--- config.mk ---
export PLATFORM = sky130hd
export DESIGN_NAME = fifo_rl_axis
export DESIGN_NICKNAME = d
export VERILOG_FILES = /design/src/rtl/axis_fifo_pkg.sv /design/src/rtl/fifo_out_buf.sv /design/src/rtl/fifo_rl_axis.sv
export SDC_FILE = /design/constraint.sdc
export NUM_CORES = 1
export LEC_CHECK = 0
export CAP_MARGIN = 0
export CORE_UTILIZATION = 55
export CTS_CLUSTER_SIZE = 40
export DETAILED_ROUTE_END_ITERATION = 7
export PLACE_DENSITY = 0.83
export RECOVER_POWER = 50
export SETUP_SLACK_MARGIN = 0.02
export SYNTH_ARGS = -nofsm -noshare
export SYNTH_HDL_FRONTEND = slang
export SYNTH_HIERARCHICAL = 1
export SYNTH_SLANG_ARGS = --single-unit
--- constraint.sdc ---
create_clock -name r_clk -period 4.1 [get_ports r_clk]
set_clock_uncertainty 0.15 [all_clocks]
set_input_delay 0.82 -clock r_clk [delete_from_list [all_inputs] [get_ports r_clk]]
set_output_delay 0.82 -clock r_clk [all_outputs]
set_load 0.05 [all_outputs]
--- src/rtl/axis_fifo_pkg.sv ---
`default_nettype none
// +----------------------------------------------------------------------------+
// | axis_fifo_pkg: shared helpers for the AXIS data FIFO (gray coding, sizing) |
// | Rev 1.0                                                                    |
// +----------------------------------------------------------------------------+
package axis_fifo_pkg;

  localparam int OUT_BUF_DEPTH = 2;
  localparam int PTR_MAX_W     = 32;

  typedef logic [PTR_MAX_W-1:0] ptr_word_t;

  function automatic ptr_word_t width_mask(input int w);
    ptr_word_t m;
    m = '0;
    for (int i = 0; i < PTR_MAX_W; i++) begin
      if (i < w) m[i] = 1'b1;
    end
    return m;
  endfunction

  function automatic ptr_word_t bin2gray(input ptr_word_t b, input int w);
    ptr_word_t bm;
    bm = b & width_mask(w);
    return bm ^ (bm >> 1);
  endfunction

  function automatic ptr_word_t gray2bin(input ptr_word_t g, input int w);
    ptr_word_t b;
    b = g & width_mask(w);
    // Prefix XOR from the MSB down, done in log2 steps.
    for (int s = 1; s < PTR_MAX_W; s = s * 2) begin
      b = b ^ (b >> s);
    end
    return b;
  endfunction

endpackage
`default_nettype wire

--- src/rtl/fifo_out_buf.sv ---
`default_nettype none
// +----------------------------------------------------------------------------+
// | fifo_out_buf: 2-entry first-word-fall-through skid buffer, AXIS master out |
// | Rev 1.0                                                                    |
// +----------------------------------------------------------------------------+
module fifo_out_buf
  import axis_fifo_pkg::*;
#(
  parameter int WIDTH = 32
) (
  input  logic             clk,
  input  logic             rst_n,
  input  logic             s_valid,
  input  logic [WIDTH-1:0] s_data,
  output logic             m_axis_tvalid,
  input  logic             m_axis_tready,
  output logic [WIDTH-1:0] m_axis_tdata,
  output logic [1:0]       occ
);

  localparam logic [1:0] OCC_FULL = 2'(OUT_BUF_DEPTH);

  logic [WIDTH-1:0] main_q, main_d;
  logic [WIDTH-1:0] skid_q, skid_d;
  logic [1:0]       occ_q, occ_d;
  logic             pop;

  assign pop           = (occ_q != 2'd0) && m_axis_tready;
  assign m_axis_tvalid = (occ_q != 2'd0);
  assign m_axis_tdata  = main_q;
  assign occ           = occ_q;

  // main always holds the oldest word; skid only fills behind it.
  always_comb begin
    main_d = main_q;
    skid_d = skid_q;
    occ_d  = occ_q;
    case ({s_valid, pop})
      2'b11: begin
        if (occ_q == OCC_FULL) begin
          main_d = skid_q;
          skid_d = s_data;
        end else begin
          main_d = s_data;
        end
      end
      2'b01: begin
        if (occ_q == OCC_FULL) main_d = skid_q;
        occ_d = occ_q - 2'd1;
      end
      2'b10: begin
        if (occ_q == 2'd0) main_d = s_data;
        else               skid_d = s_data;
        occ_d = occ_q + 2'd1;
      end
      default: ;
    endcase
  end

  always_ff @(posedge clk or negedge rst_n) begin
    if (!rst_n) begin
      main_q <= '0;
      skid_q <= '0;
      occ_q  <= 2'd0;
    end else begin
      main_q <= main_d;
      skid_q <= skid_d;
      occ_q  <= occ_d;
    end
  end

endmodule
`default_nettype wire

--- src/rtl/fifo_rl_axis.sv ---
`default_nettype none
// +----------------------------------------------------------------------------+
// | fifo_rl_axis: AXIS FIFO read side - gray read pointer, empty, read issue,  |
// | FWFT output. Optional RD_LEVEL_EN adds the registered r_level output.      |
// | Rev 1.0                                                                    |
// +----------------------------------------------------------------------------+
module fifo_rl_axis
  import axis_fifo_pkg::*;
#(
  parameter  int FIFO_DEPTH = 16,
  parameter  int FIFO_WIDTH = 32,
  localparam int AW         = $clog2(FIFO_DEPTH)
) (
  input  logic                  r_clk,
  input  logic                  rst_n,
  input  logic [AW:0]           wptr2rl,
  output logic [AW:0]           rptr2wl,
  output logic                  r_en,
  output logic [AW-1:0]         r_addr,
  input  logic [FIFO_WIDTH-1:0] r_data,
  output logic                  empty,
`ifdef RD_LEVEL_EN
  output logic [AW:0]           r_level,
`endif
  output logic                  m_axis_tvalid,
  input  logic                  m_axis_tready,
  output logic [FIFO_WIDTH-1:0] m_axis_tdata
);

  localparam logic [2:0] BUF_SLOTS = 3'(OUT_BUF_DEPTH);

  logic [AW:0] rptr_q, rptr_d;
  logic [AW:0] rgray_q, rgray_d;
  logic        infl_q, infl_d;
  logic [1:0]  occ;
  logic [2:0]  inuse;
  logic        pop;

  assign empty   = (rgray_q == wptr2rl);
  assign rptr2wl = rgray_q;
  assign r_addr  = rptr_q[AW-1:0];
  assign pop     = m_axis_tvalid && m_axis_tready;
  assign inuse   = {1'b0, occ} + {2'b00, infl_q};

  // A read may be issued into the last free slot only if a pop frees one now.
  always_comb begin
    r_en = 1'b0;
    if (!empty) begin
      r_en = (inuse < BUF_SLOTS) || (pop && (inuse == BUF_SLOTS));
    end
    rptr_d  = rptr_q + {{AW{1'b0}}, r_en};
    rgray_d = (AW+1)'(bin2gray(ptr_word_t'(rptr_d), AW + 1));
    infl_d  = r_en;
  end

  always_ff @(posedge r_clk or negedge rst_n) begin
    if (!rst_n) begin
      rptr_q  <= '0;
      rgray_q <= '0;
      infl_q  <= 1'b0;
    end else begin
      rptr_q  <= rptr_d;
      rgray_q <= rgray_d;
      infl_q  <= infl_d;
    end
  end

  fifo_out_buf #(
    .WIDTH (FIFO_WIDTH)
  ) u_out_buf (
    .clk           (r_clk),
    .rst_n         (rst_n),
    .s_valid       (infl_q),
    .s_data        (r_data),
    .m_axis_tvalid (m_axis_tvalid),
    .m_axis_tready (m_axis_tready),
    .m_axis_tdata  (m_axis_tdata),
    .occ           (occ)
  );

`ifdef RD_LEVEL_EN
  logic [AW:0] level_q, level_d;
  logic [AW:0] wbin;

  // Words not yet handed out: still in memory plus in flight plus buffered.
  always_comb begin
    wbin    = (AW+1)'(gray2bin(ptr_word_t'(wptr2rl), AW + 1));
    level_d = wbin - rptr_q + (AW+1)'(inuse);
  end

  always_ff @(posedge r_clk or negedge rst_n) begin
    if (!rst_n) level_q <= '0;
    else        level_q <= level_d;
  end

  assign r_level = level_q;
`endif

endmodule
`default_nettype wire

==> reports/results.tsv <==
stage	metric	value	unit
setup_path	startpoint types	flop	
synth	Synth Net Count	392	
synth	cell taking the most area after synthesis	dfrtp_1	
synth	#FFs+latches synth	76	
routing	# DRC	0	
sta	Slew @ Worst Pin	1.874	ns
finish	layout cells sized above 1	0.2310	
die	IO Count	84	
synth	Cells after Synth	343	
sta	Final min period	3.754	ns
finish	P&R area growth vs syn	26.46	%
clock_tree	CTS sink count	76	
routing	Vias/cell	5.899	
worst_hold_path	hold path depth	1	
setup_path	worst-path cell chain	ha_1 -> inv_1 -> ha_1 -> a41oi_1 -> a31oi_1 -> clkdlybuf4s50_1	
clock_tree	Root Buffer	clkbuf_8	
placement	I/O Buffers	83	
synth	ys flop type	dfrtp_1	
die	FP Rows	30	
placement	DP Area	4917	um^2
setup_path	worst stage delay on the critical path	0.87	ns
setup_path	worst path bufs/invs	2	
synth	count of cell types in the netlist	30	
grt	initial antenna violation count	0	
setup_path	family with the most delay on the worst path	buffers and inverters	
routing	DR pass1 iterations	4	
setup_path	crit path kind	flop to output port	
setup_path	FF-to-FF path depth	8	
synth	count leader, synth	dfrtp_1	
sta	Slew Viols, Final	77	
sta	RSZ-0062 raised after global routing	no	
setup_path	cell at the slowest stage of the critical path	clkdlybuf4s50_1	
placement	Post-DP HPWL	5668	um
clock_tree	H-tree depth	3	
clock_tree	Worst-path clk slew	0.08	ns
setup_path	Levels on crit path	6	
setup_path	r2r setup slk	1.19	ns
sta	Setup-failing EPs final	0	
die	core area	6944	um^2
synth	top post-synthesis cells by area	dfrtp_1 47%, mux2_4 11%, mux2_2 8.9%	
finish	ANT cells	0	
sta	final hold slack	0.3536	ns
setup_path	critical-path maximum fanout	8	
synth	syn avg cell area	11.79	um^2
die	Vert. Die Dim	87.74	um
routing	Via Count	3044	
sta	Max Freq	266.4	MHz
sta	TNS Setup	0	ns
routing	Routed WL	9005	um
synth	async set or reset register ratio after synthesis	1.000	
finish	post-layout instance area	5112	um^2
sta	Hold Fails Final Rpt	0	
sta	worst setup margin	0.3458	ns
routing	drt wl/cell	17.45	um
run_status	outcome	finished, violations left	
clock_tree	deepest clock path buffer count	2	
clock_tree	clock latency on the worst-skew pair	0.35	ns
grt	GR Overflow Total	0	
worst_hold_path	WHS Endpoint	u_out_buf/m_axis_tdata[19]$_DFFE_PN0P_	
clock_tree	post-cts resize count	0	
setup_path	crit end category	output port	
sta	Rel. slew slack	-0.2493	
die	Die ar.	7697	um^2
synth	Post-synth EDFFs	0	
die	Initial Util	0.5822	
setup_path	reg2reg start	u_out_buf/occ[0]$_DFFE_PN0N_	
routing	drt initial violations	208	
grt	vias in the first global route	2929	
grt	global-route usage over all layers	0.2421	
synth	share of the yosys chip area belonging to registers	0.4704	
run	MaxCap Viol Count	1	
placement	GPL Wtd Cong	0.7558	
clock_tree	TritonCTS clock tree	done	
synth	Cell Area, Synth	4043	um^2
synth	Commonest cells post-synth	76 x dfrtp_1, 64 x nand2_1, 33 x a31oi_1	
synth	area share of the largest cell type after synthesis	0.4704	
placement	pre-CTS setup slack	0.4009	ns
setup_path	Arrival @ worst endpoint	2.78	ns
clock_tree	Num CTS Buffers	9	
die	Die Wd	87.74	um
synth	synth warn	6	
clock_tree	CTS Hold Bufs	0	
setup_path	worst r2r dst	u_out_buf/m_axis_tdata[4]$_DFFE_PN0P_	
routing	remaining antenna violation count	0	
finish	fillers	478	
grt	first-pass GRT wire length	14320	um
finish	Total Nets Final	464	
worst_hold_path	worst min-delay path startpoint	u_out_buf/m_axis_tdata[19]$_DFFE_PN0P_	
run_status	failing checks	max-capacitance violations, max-slew violations	
sta	fin crit share	0.9157	
worst_hold_path	worst hold path type	flop to flop	
grt	largest net degree at the start of global routing	77	
setup_path	CP Data Required Time	3.13	ns
setup_path	Crit path top cell by count	ha_1	
clock_tree	Post-CTS Setup Repair Bufs	0	
==> cells in the final DEF, fill, tap and decap left out, types with 2 or more instances in the layout <==
| cell type | netlist | final |
|---|---|---|
| mux2_2 | 32 | 32 |
| clkinv_4 | 0 | 2 |
| a221oi_1 | 32 | 32 |
| xor2_1 | 7 | 7 |
| dlygate4sd3_1 | 0 | 19 |
| nor2b_1 | 3 | 2 |
| nor2_1 | 3 | 3 |
| inv_1 | 5 | 5 |
| buf_4 | 4 | 5 |
| xnor2_1 | 5 | 5 |
| clkinvlp_4 | 0 | 2 |
| nand2_1 | 64 | 64 |
| mux2_1 | 2 | 2 |
| xor2_2 | 2 | 2 |
| clkdlybuf4s50_1 | 0 | 63 |
| dfrtp_1 | 76 | 76 |
| mux2_4 | 30 | 30 |
| nand3_2 | 2 | 2 |
| ha_1 | 9 | 9 |
| clkbuf_8 | 0 | 9 |
| a31oi_1 | 33 | 33 |
==> layer usage <==
metal / GRT usage / up-vias / part of all wire
met5: 0 / - / 0
met4: 0.06408 / 0 / 0.012
met3: 0.06692 / 15 / 0.058
met2: 0.3932 / 115 / 0.49
met1: 0.3207 / 1516 / 0.44
li1: - / 1398 / -
==> state kept, by name (all words and copies together), names as in the netlist <==
| name | flops |
|---|---|
| u_out_buf/m_axis_tdata | 32 |
| rptr2wl | 5 |
| rptr_q | 4 |
| infl_q | 1 |
| u_out_buf/occ | 2 |
| u_out_buf/skid_q | 32 |
==> worst max-delay path by stage <==
stage,startpoint,slack (ns),endpoint
3_5_place_dp,wptr2rl[4],0.40,r_en
5_1_grt,u_out_buf/occ[0]$_DFFE_PN0N_,0.20,r_en
4_1_cts,u_out_buf/occ[0]$_DFFE_PN0N_,0.31,r_en
2_1_floorplan,wptr2rl[4],0.91,rptr2wl[3]$_DFF_PN0_
3_3_place_gp,wptr2rl[4],0.48,r_en
6_report,u_out_buf/occ[0]$_DFFE_PN0N_,0.35,r_en
==> through the flow <==
stage          utilization  std cells
2_1_floorplan            -        343
3_3_place_gp        0.7081        500
3_5_place_dp        0.7081        500
4_1_cts             0.7369        516
5_1_grt             0.7362        516
6_report            0.7362        516
==> worst reg2reg max path: cells and delay by family (launching register included) <==
kind / cells / cell delay, ns
adders and majority gates: 1 / 0.60
muxes: 1 / 0.36
and+or+nand+nor: 3 / 0.48
AOI/OAI and AO/OA: 2 / 0.28
buffers and inverters: 1 / 0.30
DFF: 1 / 0.62
==> final cells by class <==
cell class,count,area (um^2),share of cell area
inverter,6,22.52,0.004405
clock inverter,7,76.32,0.01493
multi-input combinational,233,1984,0.3882
tap,96,120.1,0.02349
timing repair buffer,89,883.3,0.1728
sequential,76,1902,0.3720
clock buffer,9,123.9,0.02423
==> kinds of logic after synthesis <==
group,after synthesis,synth area share
and+or+nand+nor,76,0.08016
adders and majority gates,9,0.02786
AOI/OAI and AO/OA,69,0.1349
buffers and inverters,34,0.04240
xor gates and xnor gates,15,0.03807
DFF,76,0.4704
muxes,64,0.2061
Power is not shown: default switching activity piles up to over one toggle a cycle in this logic, so the estimate is an artifact.
